## src/rtl/collector_rr_arbiter_if.sv

```systemverilog
// Upstream requester bundle plus downstream collector handshake shared by the
// round-robin arbiter (master) and whatever drives the requesters/collector (slave).
interface collector_rr_arbiter_if #(
  parameter int N_PORTS      = 4,
  parameter int PACKET_WIDTH = 56
);
  logic [N_PORTS-1:0]              in_req;
  logic [N_PORTS*PACKET_WIDTH-1:0] in_packet;
  logic [N_PORTS-1:0]              in_gnt;
  logic                            ds_req;
  logic [PACKET_WIDTH-1:0]         ds_packet;
  logic                            ds_gnt;
  logic                            ds_full;

  modport master (
    input  in_req, in_packet, ds_gnt, ds_full,
    output in_gnt, ds_req, ds_packet
  );

  modport slave (
    output in_req, in_packet, ds_gnt, ds_full,
    input  in_gnt, ds_req, ds_packet
  );
endinterface

```

## src/rtl/collector_rr_arbiter.sv

```systemverilog
// Round-robin arbiter sharing one collector port among N_PORTS requesters; latches the
// winner's packet, replays it on the collector Req/Gnt handshake and returns a grant pulse.
module collector_rr_arbiter #(
  parameter int         N_PORTS      = 4,
  parameter int         PACKET_WIDTH = 56,
  parameter int         TIMEOUT      = 255,
  parameter logic [8:0] DONE_CODE    = 9'h167
) (
  input  logic                   clk,
  input  logic                   reset,
  collector_rr_arbiter_if.master bus,
  output logic [15:0]            pkt_count_o,
  output logic [5:0]             last_sender_o,
  output logic                   done_seen_o,
  output logic                   timeout_err_o,
  output logic                   busy_o
);

  localparam int PTR_W = (N_PORTS > 1) ? $clog2(N_PORTS) : 1;

  typedef enum logic [1:0] {IDLE, SEND, ACK, GAP} state_e;

  state_e                    state_q, state_d;
  logic [PTR_W-1:0]          ptr_q, ptr_d;
  logic [PTR_W-1:0]          cur_q, cur_d;
  logic [15:0]               tmo_q, tmo_d;
  logic                      ds_req_q, ds_req_d;
  logic [PACKET_WIDTH-1:0]   ds_packet_q, ds_packet_d;
  logic [N_PORTS-1:0]        in_gnt_q, in_gnt_d;
  logic [15:0]               pkt_count_q, pkt_count_d;
  logic [5:0]                last_sender_q, last_sender_d;
  logic                      done_seen_q, done_seen_d;
  logic                      timeout_err_q, timeout_err_d;
  logic                      busy_q, busy_d;

  logic [PACKET_WIDTH-1:0]   pkt_arr [N_PORTS];
  logic [PTR_W-1:0]          rot_idx [N_PORTS];
  logic [N_PORTS-1:0]        rot_req;
  logic [PTR_W-1:0]          win_idx;

  // rot_req[k] is the request of port (ptr+k) mod N_PORTS, so the lowest set bit wins.
  for (genvar gi = 0; gi < N_PORTS; gi++) begin : g_port
    logic [PTR_W:0] sum;
    assign pkt_arr[gi] = bus.in_packet[gi*PACKET_WIDTH +: PACKET_WIDTH];
    assign sum         = {1'b0, ptr_q} + (PTR_W+1)'(gi);
    assign rot_idx[gi] = (sum >= (PTR_W+1)'(N_PORTS)) ? PTR_W'(sum - (PTR_W+1)'(N_PORTS))
                                                      : sum[PTR_W-1:0];
    assign rot_req[gi] = bus.in_req[rot_idx[gi]];
  end

  always_comb begin
    win_idx = '0;
    for (int k = N_PORTS - 1; k >= 0; k--) begin
      if (rot_req[k]) win_idx = rot_idx[k];
    end
  end

  always_comb begin
    state_d       = state_q;
    ptr_d         = ptr_q;
    cur_d         = cur_q;
    tmo_d         = tmo_q;
    ds_req_d      = ds_req_q;
    ds_packet_d   = ds_packet_q;
    in_gnt_d      = '0;
    pkt_count_d   = pkt_count_q;
    last_sender_d = last_sender_q;
    done_seen_d   = done_seen_q;
    timeout_err_d = 1'b0;

    case (state_q)
      IDLE: begin
        if ((|bus.in_req) && !bus.ds_full) begin
          ds_packet_d = pkt_arr[win_idx];
          cur_d       = win_idx;
          ds_req_d    = 1'b1;
          tmo_d       = '0;
          state_d     = SEND;
        end
      end
      SEND: begin
        tmo_d = tmo_q + 16'd1;
        // A grant in the same cycle as the timeout still completes the transfer.
        if (bus.ds_gnt) begin
          ds_req_d        = 1'b0;
          in_gnt_d[cur_q] = 1'b1;
          ptr_d           = (cur_q == PTR_W'(N_PORTS - 1)) ? '0 : cur_q + 1'b1;
          pkt_count_d     = pkt_count_q + 16'd1;
          last_sender_d   = ds_packet_q[14:9];
          done_seen_d     = done_seen_q | (ds_packet_q[8:0] == DONE_CODE);
          state_d         = ACK;
        end else if (tmo_q == 16'(TIMEOUT - 1)) begin
          ds_req_d      = 1'b0;
          timeout_err_d = 1'b1;
          state_d       = GAP;
        end
      end
      ACK:     state_d = GAP;
      GAP:     state_d = IDLE;
      default: state_d = IDLE;
    endcase

    busy_d = (state_d != IDLE);
  end

  always_ff @(posedge clk or negedge reset) begin
    if (!reset) begin
      state_q       <= IDLE;
      ptr_q         <= '0;
      cur_q         <= '0;
      tmo_q         <= '0;
      ds_req_q      <= 1'b0;
      ds_packet_q   <= '0;
      in_gnt_q      <= '0;
      pkt_count_q   <= '0;
      last_sender_q <= '0;
      done_seen_q   <= 1'b0;
      timeout_err_q <= 1'b0;
      busy_q        <= 1'b0;
    end else begin
      state_q       <= state_d;
      ptr_q         <= ptr_d;
      cur_q         <= cur_d;
      tmo_q         <= tmo_d;
      ds_req_q      <= ds_req_d;
      ds_packet_q   <= ds_packet_d;
      in_gnt_q      <= in_gnt_d;
      pkt_count_q   <= pkt_count_d;
      last_sender_q <= last_sender_d;
      done_seen_q   <= done_seen_d;
      timeout_err_q <= timeout_err_d;
      busy_q        <= busy_d;
    end
  end

  assign bus.in_gnt    = in_gnt_q;
  assign bus.ds_req    = ds_req_q;
  assign bus.ds_packet = ds_packet_q;
  assign pkt_count_o   = pkt_count_q;
  assign last_sender_o = last_sender_q;
  assign done_seen_o   = done_seen_q;
  assign timeout_err_o = timeout_err_q;
  assign busy_o        = busy_q;

`ifndef SYNTHESIS
  a_gnt_onehot: assert property (@(posedge clk) disable iff (!reset) $onehot0(in_gnt_q));
  a_gnt_needs_ds_gnt: assert property (@(posedge clk) disable iff (!reset)
    (|in_gnt_d) |-> bus.ds_gnt);
`endif

endmodule

```

## src/flat_wrapper.sv

```systemverilog
// flat-port wrapper written by rule: the top's interface ports become plain ports
module collector_rr_arbiter_flat 
#(
  parameter int         N_PORTS      = 4,
  parameter int         PACKET_WIDTH = 56,
  parameter int         TIMEOUT      = 255,
  parameter logic [8:0] DONE_CODE    = 9'h167
)
  (clk, reset, pkt_count_o, last_sender_o, done_seen_o, timeout_err_o, busy_o, bus_in_req, bus_in_packet, bus_ds_gnt, bus_ds_full, bus_in_gnt, bus_ds_req, bus_ds_packet);
  collector_rr_arbiter_if #(.N_PORTS(N_PORTS), .PACKET_WIDTH(PACKET_WIDTH)) bus_i ();
  input  logic clk;
  input  logic reset;
  output logic [15:0] pkt_count_o;
  output logic [5:0] last_sender_o;
  output logic done_seen_o;
  output logic timeout_err_o;
  output logic busy_o;
  input wire logic [$bits(bus_i.in_req)-1:0] bus_in_req;
  input wire logic [$bits(bus_i.in_packet)-1:0] bus_in_packet;
  input wire logic [$bits(bus_i.ds_gnt)-1:0] bus_ds_gnt;
  input wire logic [$bits(bus_i.ds_full)-1:0] bus_ds_full;
  output wire logic [$bits(bus_i.in_gnt)-1:0] bus_in_gnt;
  output wire logic [$bits(bus_i.ds_req)-1:0] bus_ds_req;
  output wire logic [$bits(bus_i.ds_packet)-1:0] bus_ds_packet;
  assign bus_i.in_req = bus_in_req;
  assign bus_i.in_packet = bus_in_packet;
  assign bus_i.ds_gnt = bus_ds_gnt;
  assign bus_i.ds_full = bus_ds_full;
  assign bus_in_gnt = bus_i.in_gnt;
  assign bus_ds_req = bus_i.ds_req;
  assign bus_ds_packet = bus_i.ds_packet;
  collector_rr_arbiter #(.N_PORTS(N_PORTS), .PACKET_WIDTH(PACKET_WIDTH), .TIMEOUT(TIMEOUT), .DONE_CODE(DONE_CODE)) u_core (.clk(clk), .reset(reset), .bus(bus_i), .pkt_count_o(pkt_count_o), .last_sender_o(last_sender_o), .done_seen_o(done_seen_o), .timeout_err_o(timeout_err_o), .busy_o(busy_o));
endmodule
```

## config.mk

```make
export PLATFORM = sky130hd
export DESIGN_NAME = collector_rr_arbiter_flat
export DESIGN_NICKNAME = d
export VERILOG_FILES = /design/src/rtl/collector_rr_arbiter_if.sv /design/src/rtl/collector_rr_arbiter.sv /design/src/flat_wrapper.sv
export SDC_FILE = /design/constraint.sdc
export NUM_CORES = 1
export LEC_CHECK = 0
export ABC_AREA = 0
export BUFFER_PORTS_ARGS = -buffer_cell sky130_fd_sc_hd__buf_2
export CAP_MARGIN = 20
export CORE_MARGIN = 10
export CORE_UTILIZATION = 30
export CTS_BUF_LIST = sky130_fd_sc_hd__clkbuf_16
export DETAILED_ROUTE_END_ITERATION = 8
export PLACE_DENSITY_LB_ADDON = 0.2
export REMOVE_ABC_BUFFERS = 1
export SETUP_SLACK_MARGIN = 0.02
export SYNTH_ARGS = -nofsm -noshare
export SYNTH_HDL_FRONTEND = slang
export SYNTH_SLANG_ARGS = --single-unit
export TNS_END_PERCENT = 30
```

## constraint.sdc

```tcl
create_clock -name clk -period 2.02 [get_ports clk]
set_input_delay 0.202 -clock clk [delete_from_list [all_inputs] [get_ports clk]]
set_output_delay 0.202 -clock clk [all_outputs]
set_load 0.02 [all_outputs]
```

==> impl_results.md, run 1 <==
- Post-Layout Cell Count: roughly 1100
- Skew-Pair Late Insertion Delay: 360 ps
- CP Capture Type: flop
- Cell-internal power: 6.001 mW
- Clk pwr share: 16.8%
- Sequential Power Share: around a third
- Post-synthesis simple-gate area fraction: around an eighth
- Net Switching: 4.501 mW
- RSZ-0062 raised after global routing: no
- Post-synthesis mux area share: 21.12%
- Worst path arrival time: 2150 ps
- Seq/Total Area, Yosys: between 40% and 50%
- Adder-Cell Fraction of Synth Area: about 1.5%
- Synthesized instance count: 532
- Min-delay src: bus_in_packet[166]
- Synth Area in Compound Gates: 12.86%
- Root Buffer: clkbuf_16
- Max Fclk: 529.3 MHz
- Post-route DRC violation count: 0
- Synth warn: 0
- Via count: 5416
- Clk pin slew, worst setup/hold paths: ~80 ps
- Leak pwr: 4.294 nW
- Critical-path cell list: or4_4 -> or2_2 -> buf_4 -> o221ai_1
- Synth Area in XOR/XNOR: 2.421%
- Area Growth Syn to Fin: 40.75%
- Comb pwr share: 50.3%
- Vias in the first global route: 5760
- Top FF cell, synth: dfrtp_1
- Main combinational cell family by area after synthesis: multiplexers
- GRT Overall Usage: 16.55%
- Post-DP HPWL: 17350 µm
- Clk_skew: 11.00 ps
- Post-synth cell types: 40
- Fin crit share: between 90% and 100%
- # setup viols final: 0
- Final Hold Vio Count: 0
- Setup crit start kind: flop
- Post-route ant nets: 0
- CP top delay family: simple AND/OR/NAND/NOR gates
- Placed Area: 0.007843 mm²
- Critical Path Slowest Stage Cell: or4_4
- Mean area per synthesized cell: 10.88 µm²
- Crit Path Max Fanout: 27
- Hold Crit Class: in -> reg
- Final instance area: 0.008147 mm²
- Initial antenna violation count: 7
- Num ports: 318
- CP startpoint: u_core.state_q[0]
- First-pass GRT wire length: 33530 µm
- Async set or reset register ratio after synthesis: 100.0%
- Die X: between 150 and 200 µm
- Initial DRC Count: 233
- Worst vdd ir: 0.6266 mV
- Hold_ws: 144.9 ps
- Placed insts: 1102
- Worst setup path class: reg -> reg
- DR pass1 iterations: 5
- Post-synth EDFFs: 0
- Util after Layout: approximately 43%
- Chip height: ~160 µm
- Setup Total Neg Slack: 0 ps
- Mapped Area: a little under 0.006 mm²
- Cell row count: 50
- CTS tree: built
- Dpl ws: roughly 120 ps
- Fin. max-slew vios: 0
- Via-to-Cell Ratio: 4.827
- Routed length per instance: 19.49 µm
- Final Wtd Congestion: 0.7984
- Power Dens Cells: 1289 mW/mm²
- # H-tree levels: 3
- Post-layout minimum cycle time: approximately 1900 ps
- Slew margin rel.: just over 70%
- Outcome: complete, no violations
- Total power: ~11 mW
- Die Footprint: 0.02525 mm²
- Gr ovfl total: 0
- CP peak stage delay: 560 ps
- Nets: 1093
- CTS max path bufs: 2
- Core footprint: 0.01883 mm²
- Final wirelength: 21870 µm
- Final setup margin: 130.6 ps
- Post-CTS Setup Repair Bufs: 0
- Port bufs: 317
- Layout cell share with drive strength beyond 1: 43.77%
- Starting Density: between 30 and 40%
- Switching portion of total power: 42.86%
- Yosys reg bits: between 100 and 150
- Fillers: around 1900
- Worst R2R Start: u_core.state_q[0]
- Required @ worst endpoint: 2280 ps
- Max-cap viol count: 0
- Num CTS Buffers: 9
- CTS Sinks: 108
- Largest net degree at the start of global routing: 66
- Worst Tran Pin Value: 436.9 ps
- Number of buffers and inverters on the critical path: 1
## cell type report
| cell class | instances | area, µm² | share of cell area [%] |
|---|---|---|---|
| antenna | 3 | 7.507 | 0.09215 |
| clock buffer | 9 | 225.2 | 2.765 |
| clock inverter | 7 | 61.31 | 0.7526 |
| inverter | 6 | 22.52 | 0.2765 |
| multi-input combinational | 382 | 2873 | 35.26 |
| sequential | 108 | 2703 | 33.17 |
| tap | 260 | 325.3 | 3.993 |
| timing repair buffer | 347 | 1929 | 23.68 |
## cell usage in the layout, fill, tap and decap left out, types with 12 or more instances in the layout
| cell | count |
|---|---|
| buf_4 | 21 |
| nand2_1 | 71 |
| o221ai_1 | 56 |
| o21ai_0 | 22 |
| xnor2_1 | 12 |
| buf_2 | 316 |
| mux2i_1 | 112 |
| nand3_1 | 20 |
| dfrtp_1 | 108 |
## sequential cells by signal, indices dropped and copies added, names as in the netlist
name                  flops
u_core.done_seen_o        1
u_core.bus.ds_packet     56
u_core.busy_o             1
u_core.bus.in_gnt         4
u_core.tmo_q             16
u_core.bus.ds_req         1
u_core.cur_q              2
u_core.last_sender_o      6
u_core.pkt_count_o       16
u_core.timeout_err_o      1
u_core.state_q            2
u_core.ptr_q              2
## power by group through the flow
| stage | Clock (mW) | Combinational, mW | Sequential [mW] |
|---|---|---|---|
| finish | 1.76 | 5.28 | 3.46 |
| global route | 1.89 | 5.78 | 3.57 |
| CTS | 1.81 | 5.40 | 3.46 |
| detailed placement | 0 | 5.42 | 3.46 |
| global placement | 0 | 5.36 | 3.49 |
| floorplan | 0 | 2.27 | 4.27 |
## synthesized netlist by cell type (all sizes together), types with 8 or more instances
master | count | share of area [%]
a21oi | 8 | 0.69
o221ai | 57 | 8.7
clkbuf | 15 | 0.97
and3 | 10 | 1.1
mux2i | 112 | 19
buf | 21 | 2.4
mux2 | 9 | 1.8
nor2 | 10 | 0.65
nand3 | 20 | 1.7
o21ai | 22 | 1.9
xnor2 | 12 | 1.8
dfrtp | 108 | 47
nand2 | 72 | 4.7
## tightest hold or removal path: cells and delay by family
family / cells / cell delay [ps]
AO/OA/AOI/OAI: 1 / 120
buffers and inverters: 1 / 70
multiplexers: 1 / 70
## path summary, 6_finish.rpt
| check | end | slack, ps | depth (start not counted) |
|---|---|---|---|
| max in group asynchronous | u_core.last_sender_o[0] | 1070 | 3 |
| hold / removal | u_core.bus.ds_packet[54] | 140 | 3 |
| min in group asynchronous | u_core.tmo_q[5] | 340 | 2 |
| hold reg to reg | u_core.pkt_count_o[15] | 470 | 1 |
| setup reg to reg | u_core.bus.ds_packet[14] | 130 | 4 |
| setup / recovery | u_core.bus.ds_packet[14] | 130 | 4 |
## per-layer routing
metal / share of wire, % / up-vias / GRT usage [%] / wire length (µm)
li1: - / 2648 / - / -
met1: 39 / 2555 / 18.78 / 8495
met2: 52 / 176 / 28.81 / 11290
met3: 7.8 / 27 / 6.248 / 1715
met4: 1.4 / 10 / 3.791 / 301
met5: 0.28 / - / 0 / 61
## repair_timing
| item | 4_1_cts | 5_1_grt |
|---|---|---|
| resized for setup | 0 | 0 |
| hold endpoints to repair | 27 | 0 |
| hold buffers | 1 | 0 |
## logic make-up after synthesis
kind of cell	after synthesis
fa+ha+maj	7
compound gates	98
xor+xnor	16
simple gates	140
mux	121
flops	108
buf+inv	42
No activity file was read; power rests on OpenSTA's default activity.
==> run 2: changes to the inputs <==
--- a/config.mk
+++ b/config.mk
@@ -9,7 +9,7 @@
 export BUFFER_PORTS_ARGS = -buffer_cell sky130_fd_sc_hd__buf_2
 export CAP_MARGIN = 20
 export CORE_MARGIN = 10
-export CORE_UTILIZATION = 30
+export CORE_UTILIZATION = 45
 export CTS_BUF_LIST = sky130_fd_sc_hd__clkbuf_16
 export DETAILED_ROUTE_END_ITERATION = 8
 export PLACE_DENSITY_LB_ADDON = 0.2
==> impl_results.md, run 2 (same netlist as run 1, synthesis figures left out) <==
- Final instance area: 0.007975 mm² (-2.1%)
- Max-cap viol count: 0 (unchanged)
- Clk pin slew, worst setup/hold paths: 70 ps (about the same)
- Post-route ant nets: 0 (unchanged)
- # H-tree levels: 3 (unchanged)
- CP Capture Type: flop
- Post-CTS Setup Repair Bufs: 0 (unchanged)
- Nets: 1083 (-0.91%)
- Largest net degree at the start of global routing: 109 (+65%)
- Crit Path Max Fanout: 31 (+15%)
- Cell row count: 41 (-18%)
- Routed length per instance: 20.61 µm (+5.7%)
- Post-route DRC violation count: 0 (unchanged)
- Hold Crit Class: in -> reg
- Hold-fix buffers, CTS: 1 (unchanged)
- Vias in the first global route: 6221 (+8.0%)
- Util after Layout: 63.20% (+20 points)
- Critical Path Slowest Stage Cell: or4_4
- Final Wtd Congestion: 0.8698 (+8.9%)
- Worst vdd ir: 0.7322 mV (+17%)
- CTS tree: built
- Sequential Power Share: 33.5% (+0.6 points)
- Critical-path cell list: or4_4 -> or2_2 -> buf_12 -> o221ai_1
- Final setup margin: 150.2 ps (+19.60 ps)
- Placed Area: 0.007657 mm² (-2.4%)
- Chip height: 133.4 µm (-16%)
- Number of buffers and inverters on the critical path: 1 (unchanged)
- Final wirelength: 21060 µm (-3.7%)
- Layout cell share with drive strength beyond 1: 43.11% (-0.66 points)
- Die X: 133.4 µm (-16%)
- GRT Overall Usage: 22.75% (+6.2 points)
- Core footprint: 0.01262 mm² (-33%)
- Dpl ws: 145.4 ps (+22.56 ps)
- Setup crit start kind: flop
- # setup viols final: 0 (unchanged)
- Initial antenna violation count: 3 (-4)
- Num CTS Buffers: 9 (unchanged)
- Skew-Pair Late Insertion Delay: 350 ps (about the same)
- Most frequent cells in the layout: buf_2, mux2i_1, dfrtp_1
- Final Hold Vio Count: 0 (unchanged)
- CTS max path bufs: 2 (unchanged)
- RSZ-0062 raised after global routing: no
- CTS resizes: 0 (unchanged)
- Clk_skew: 17.08 ps (+6.078 ps)
- Switching portion of total power: 42.71% (-0.15 points)
- Cell-internal power: 6.043 mW (+0.71%)
- CP top delay family: simple AND/OR/NAND/NOR gates
- Setup Total Neg Slack: 0 ps (unchanged)
- Fin crit share: 92.56% (-0.97 points)
- Initial DRC Count: 333 (+43%)
- Placed insts: 1004 (-8.9%)
- Outcome: complete, no violations
- Worst Tran Pin Value: 690.7 ps (+253.8 ps)
- Worst path arrival time: 2120 ps (-30 ps)
- Post-layout minimum cycle time: 1870 ps (-19.60 ps)
- Area Growth Syn to Fin: 37.79%
- Die Footprint: 0.01780 mm² (-30%)
- Worst setup path class: reg -> reg
- DR pass1 iterations: 4 (-1)
- Via count: 5557 (+2.6%)
- Num ports: 318 (unchanged)
- Leak pwr: 4.253 nW (-0.96%)
- Commonest non-fill, non-tap cell in the layout: buf_2
- Required @ worst endpoint: 2270 ps (about the same)
- Net Switching: 4.505 mW (about the same)
- CP peak stage delay: 570 ps (about the same)
- Post-Layout Cell Count: 1022 (-8.9%)
- Max Fclk: 534.8 MHz (+1.0%)
- Fin. max-slew vios: 0 (unchanged)
- Root Buffer: clkbuf_16
- Largest register FFs: 56 (unchanged)
- Power Dens Cells: 1323 mW/mm² (+2.6%)
- Gr ovfl total: 0 (unchanged)
- Comb pwr share: 49.1% (-1.2 points)
- Post-DP HPWL: 16640 µm (-4.1%)
- Starting Density: 45.87% (+15 points)
- Via-to-Cell Ratio: 5.437 (+13%)
- CTS Sinks: 108 (unchanged)
- Clk pwr share: 17.5% (+0.7 points)
- Port bufs: 317 (unchanged)
- First-pass GRT wire length: 32810 µm (-2.1%)
- Slew margin rel.: 53.57% (-17 points)
## run 2: cell count changes in the layout (fill, tap and decap cells not counted)
cell        previous run  this run
buf_4                 21        11
bufinv_16              0         1
clkinv_1               0         1
clkinv_2               1         0
clkinv_4               0         1
clkinv_8               1         0
clkinvlp_4             1         0
diode_2                3         1
inv_1                  7         6
inv_6                  2         3
## run 2: path summary, 6_finish.rpt
kind	startpoint	endpoint	slack, ps	cells past startpoint
worst max register to register	u_core.state_q[0]	u_core.bus.ds_packet[35]	150	4
max in group asynchronous	reset	u_core.tmo_q[6]	1100	3
worst min-delay path	bus_in_packet[54]	u_core.bus.ds_packet[54]	170	3
min in group asynchronous	reset	u_core.bus.ds_packet[46]	460	3
worst max-delay path	u_core.state_q[0]	u_core.bus.ds_packet[35]	150	4
worst min register to register	u_core.bus.ds_packet[48]	u_core.bus.ds_packet[48]	480	2
## run 2: area by class of cell
class / count / area (µm²)
Inverter: 6 / 22.52
Multi-Input combinational cell: 382 / 2873
Clock inverter: 7 / 80.08
Tap cell: 172 / 215.2
Sequential cell: 108 / 2703
Antenna cell: 1 / 2.502
Timing Repair Buffer: 337 / 1854
Fill cell: 1077 / 4644
Clock buffer: 9 / 225.2
## run 2: per-layer routing
metal  routed length, µm  up-vias  share of wire (%)  GRT usage, %
met5                  12        -              0.057             0
met4                 296        2                1.4         6.046
met3                1555       20                7.4         6.955
met2               11230      203                 53         41.38
met1                7966     2694                 38         24.99
li1                    -     2638                  -             -
## run 2: power by group through the flow
stage | sequential [mW] | clock (mW) | combinational, mW
floorplan | 4.27 | 0 | 2.27
global placement | 3.51 | 0 | 5.08
detailed placement | 3.52 | 0 | 5.25
CTS | 3.52 | 1.86 | 5.24
global route | 3.63 | 1.96 | 5.59
finish | 3.53 | 1.84 | 5.18
## run 2: metrics by stage
step                hold slack, ps  total power [mW]
finish                       168.9             10.55
global route                 166.3             11.18
CTS                          159.3             10.62
detailed placement           331.7             8.775
global placement             325.2             8.593
floorplan                   -93.59             6.536
## run 2: worst min-delay path: cells and delay by family
| kind | cells | cell delay (ps) |
|---|---|---|
| compound gates | 1 | 130 |
| buf+inv | 1 | 80 |
| mux | 1 | 70 |
